File: config.mk
export PLATFORM = sky130hd
export DESIGN_NAME = demux_deserializer
export DESIGN_NICKNAME = d
export VERILOG_FILES = /design/src/rtl/demux_deserializer.sv
export SDC_FILE = /design/constraint.sdc
export NUM_CORES = 1
export LEC_CHECK = 0
export CAP_MARGIN = 10
export CORE_UTILIZATION = 45
export DETAILED_ROUTE_END_ITERATION = 16
export GPL_TIMING_DRIVEN = 0
export PLACE_DENSITY = 0.73
export REMOVE_ABC_BUFFERS = 1
export SYNTH_ARGS = -nofsm -noshare
export SYNTH_HDL_FRONTEND = slang
export SYNTH_SLANG_ARGS = --single-unit
File: constraint.sdc
create_clock -name clk -period 3.3 [get_ports clk]
set_input_delay 0.99 -clock clk [delete_from_list [all_inputs] [get_ports clk]]
set_output_delay 0.99 -clock clk [all_outputs]
set_load 0.01 [all_outputs]
File: src/rtl/demux_deserializer.sv
// rtl/demux_deserializer.sv - 1-to-N demultiplexing deserializer, LSB first
module demux_deserializer #(
  parameter int N  = 8,
  parameter int SW = $clog2(N)
) (
  input  logic          clk,
  input  logic          reset,
  input  logic          din,
  input  logic          din_valid,
  input  logic          sync,
  output logic [SW-1:0] sel,
  output logic [N-1:0]  q,
  output logic          q_valid,
  output logic          busy,
  output logic          frame_err
);

  typedef enum logic {IDLE, COLLECT} state_t;

  localparam logic [SW-1:0] LAST = SW'(N - 1);

  state_t       state;
  logic [N-1:0] shift;
  logic [N-1:0] word;

  // Partial word with the current bit dropped into its slot; becomes q on completion.
  always_comb begin
    word      = shift;
    word[sel] = din;
  end

  always_ff @(posedge clk) begin
    if (reset) begin
      state     <= IDLE;
      shift     <= '0;
      sel       <= '0;
      q         <= '0;
      q_valid   <= 1'b0;
      busy      <= 1'b0;
      frame_err <= 1'b0;
    end else begin
      q_valid   <= 1'b0;
      frame_err <= 1'b0;
      if (sync) begin
        // A sync restarts framing; a bit presented with it is bit 0 of the new frame.
        frame_err <= (state == COLLECT);
        if (din_valid) begin
          shift <= {{(N-1){1'b0}}, din};
          sel   <= SW'(1);
          state <= COLLECT;
          busy  <= 1'b1;
        end else begin
          shift <= '0;
          sel   <= '0;
          state <= IDLE;
          busy  <= 1'b0;
        end
      end else if (din_valid) begin
        if (sel == LAST) begin
          q       <= word;
          q_valid <= 1'b1;
          shift   <= '0;
          sel     <= '0;
          state   <= IDLE;
          busy    <= 1'b0;
        end else begin
          shift <= word;
          sel   <= sel + SW'(1);
          state <= COLLECT;
          busy  <= 1'b1;
        end
      end
    end
  end

endmodule

---- Word-level counts from Yosys, hierarchy flattened ----
Index checks and enable logic that the tools add are counted.
storage, ports and cells
  bits in registers ....................... 22
  input port bits ......................... 5
operators by class
  $add $sub $neg .......................... 1
  $lt $le $gt $ge ......................... 2
  equal/unequal tests ..................... 1
  mux-type cells .......................... 16
  bitwise gates (word level) .............. 2
  reductions and logical operators ........ 5
operators by type and width
  cell                 number
  $mux 8               3
  $mux 3               3
  $bwmux 8             1
  $mux 1               8
  $lt 3x4->1 const B   1
  $add 3x1->3 const B  1
  $demux 1 s3          1
  $eq 3x3->1 const B   1
  $ge 3x1->1 const B   1
  $reduce_and 3->1     1
  $reduce_or 3->1      1
  $not 1->1            2
  $reduce_bool 2->1    1
  $reduce_or 2->1      1
  $logic_and 1x1->1    1

---- Longest topological paths before layout ----
  word-level depth ........................ 8
  gate-level depth with buffers ........... 7
  mapped depth without buffers ............ 5

---- Worst setup path before layout ----
OpenSTA, ideal clock, no wires.
  kind .................................... input-to-reg
  start point ............................. input din_valid
  end point ............................... register q[6]
  setup time .............................. 0.080 ns
  arrival time ............................ 1.811 ns
  data required time ...................... 3.220 ns
  slack ................................... 1.409 ns
  stages on the path ...................... 6
  path buffers ............................ 3
  cell sequence ........................... buf_2 and3b_1 buf_4 buf_6 nor2_1 a211oi_2
on the way
  word-level cells in the longest chain between the ends .. 1
RTL lines
  what                        RTL line  RTL
  start, declared             9         input logic din_valid,
  $reduce_and 3->1 (no line)  n/a
  end signal, assigned        60        q <= word;
  end, declared               12        output logic [N-1:0] q,
Every way passes these cells.
A chain may end at the register's enable or synchronous reset.

---- Worst setup path in the final report ----
  start point ............................. register sel[2]
  end point ............................... output sel[2]
RTL lines
  what                    RTL line  RTL
  start, declared         11        output logic [SW-1:0] sel,
  start signal, assigned  68        sel <= sel + SW'(1);
No word-level cell between the ends.

==> qor.yml <==
outcome: "finished, final reports clean"
crit_start: "sel[2]$_SDFFE_PP0P_"
ys_types: 31
hp-class: "flip-flop to flip-flop"
clk_pin_slew_worst_paths_ps: 130
final_layout_size_suffix_gt1_frac: 0.1240
grt_max_degree: 23
synth-edff-count: 0
drt-total-wl_um: 2205
synth_mux_area_frac: 0.08929
critical_path_class: "flip-flop to output port"
p_clk_frac: 0.326
ys_async_sr_fraction: 0
critPathArrivalTime_ps: 1600
ys_ff_latch: 22
max_slew_margin: 0.3652
rsz0062_at_grt: "false"
cts_buffers: 3
synthFlopType: "dfxtp_1"
critPathCaptureType: "output port"
grt_pass1_wl_um: 3760
startpoint_type: "flip-flop"
postCtsResizedCells: 0
cts_tree: "built"
yosys_warnings: 0
root_buffer: "clkbuf_4"
clockBufferDepth: 2
core_um2: 2276
yosysSeqAreaShare: 0.3929
synth-compound-area-share: 0.1719
crit_chain: "clkdlybuf4s50_1"
synth_xor_xnor_area_share: 0
required_ps: 2310
grt_antenna_before_repair: 0
gp_congestion: 0.8359
min_period_ps: 2589
hp-start: "state$_SDFFE_PP0P_"
syn_inst: 117
insertion_delay_ps: 310
timing.critical_path.buf_inv: 1
grt_usage: 0.1922
yosys.area_share.simple: 0.2545
final_antenna_net_count: 0
die_w_um: 51.91
hold_buffers: 0
slew_violations: 0
rows: 17
synth.avg_cell_area_um2: 9.582
final_cells: 157
cts.sinks: 22
swShare: 0.2420
powerDensity_nw_per_um2: 355.8
cp_top_family: "flip-flops"
start_util: 0.4926
leakage_nw: 0.4477
io_pins: 19
hold_violations: 0
dr.max_layer_used: "met4"
power_uw: 466.6
slowest_stage: "dfxtp_1"
postCtsSetupBuffers: 0
dr_wl_met3_um: 75
ir_drop_mv: 0.2507
placed_cells: 153
first_global_vias: 857
slowest_delay_ps: 660
die_area_um2: 2695
route.met2.wl_um: 1073
m1WireLength_um: 1024
maxCapViolCount: 0
p_sw_uw: 112.9
vias_per_cell: 5.777
synth-adder-area-share: 0.03348
setup_viol_count_final: 0
fmax_mhz: 386.2
antennaDiodeCount: 0
internal-power_uw: 353.7
htreeDepth: 1
synth_top_family_by_area: "simple AND/OR/NAND/NOR gates"
netlist_area_um2: 1121
chipHeight_um: 51.91
vias: 907
io_buffers: 18
syn2layout_area_growth_pct: 16.96
reg2reg_from: "sel[1]$_SDFFE_PP0P_"
grt-ovfl-total: 0
period_share: 0.7846
clock_skew_ps: 2.503
firstDrtPassIters: 4
wl_per_cell_um: 14.04
finalNetCount: 138
dp_hpwl_um: 1437
crit_fanout: 16
final.setup.tns_ps: 0
worst_slew_pin_slew_ps: 949.3
drt_iter0_markers: 14
seqPwrFrac: 0.589
post-route-drc-count: 0
power_frac_comb: 0.086
[layout by cell type, fill, tap and decap left out, drive strengths merged]
cell type and instances:
dfxtp 22, clkdlybuf4s50 18, nor2 12, mux2i 10, nand2 8, a211oi 8
nand3 7, a21oi 5, nand3b 5, a31oi 4, nand4b 4, clkbuf 4
nor3 3, ha 3, nor3b 3, o21ai 2, a22oi 2, and3b 1
nor2b 1, inv 1, and4bb 1, nand2b 1, or3b 1, a32oi 1
or4b 1, a41oi 1
[cell usage after synthesis, drive strengths merged (2+ instances only)]
master  instances  area share
a21oi           5       0.022
a31oi           4       0.022
clkbuf          2      0.0067
buf             8       0.048
nand4b          4       0.031
nand3b          5       0.033
dfxtp          22        0.39
a22oi           2       0.013
o21ai           2      0.0089
mux2i          10       0.089
nor2           12       0.042
nand3           7       0.031
nand2           8       0.027
nor3b           3       0.029
ha              3       0.033
a211oi          8       0.089
nor3            3       0.013
[worst register-to-register path, stage by stage (launching register included)]
cell and delay, ps:
dfxtp_1 650, ha_1 270, ha_1 210, and3b_1 640
nor2_1 120, a211oi_2 210
[logic make-up (layout without fill, tap and decap cells)]
| logic type | after synthesis | after routing |
|---|---|---|
| AO/OA/AOI/OAI | 23 | 23 |
| AND/OR/NAND/NOR | 48 | 48 |
| adder cells (fa/ha/maj) | 3 | 3 |
| flip-flops | 22 | 22 |
| buffers and inverters | 11 | 23 |
| multiplexers | 10 | 10 |
[power groups by stage]
stage / clock network [mW] / registers [mW] / logic, mW
finish: 0.152 / 0.275 / 0.0399
global route: 0.166 / 0.276 / 0.0438
CTS: 0.156 / 0.275 / 0.0402
detailed placement: 0 / 0.281 / 0.0401
global placement: 0 / 0.280 / 0.0389
floorplan: 0 / 0.280 / 0.0168
[stage by stage]
| stage | hold WS, ps | util | area, um^2 | setup WS [ps] |
|---|---|---|---|---|
| finish | 462.8 | 0.5761 | 1311 | 711.0 |
| global route | 479.2 | 0.5761 | 1311 | 624.9 |
| CTS | 464.6 | 0.5761 | 1311 | 706.1 |
| detailed placement | 447.0 | 0.5602 | 1275 | 470.7 |
| global placement | 429.6 | 0.5602 | 1275 | 523.3 |
| floorplan | 450.1 | - | 1060 | 1395 |
[state kept, by name, summed over array words and instances, names as in the netlist]
name / count
q: 8
shift: 8
sel: 3
frame_err: 1
q_valid: 1
state: 1
[final timing paths]
kind / endpoint / slack (ps) / cells past startpoint
max: sel[2] / 710 / 1
max reg2reg: q[3]$_SDFFE_PP0P_ / 1120 / 5
min: frame_err$_SDFF_PP0_ / 460 / 2
min reg2reg: frame_err$_SDFF_PP0_ / 460 / 2
[cell type report]
cell class	count	area (um^2)
flip-flops and latches	22	440.4
multi-input cells	84	615.6
fillers	206	964.7
inverters	1	3.754
repair buffers	18	180.2
well taps	28	35.03
clock buffers	4	36.28
[layer usage]
layer | GRT usage | vias up
met5 | 0 | -
li1 | - | 453
met3 | 0.02632 | 4
met2 | 0.3205 | 17
met4 | 0.1081 | 0
met1 | 0.2339 | 433
Power figures use the tool's default switching activity.
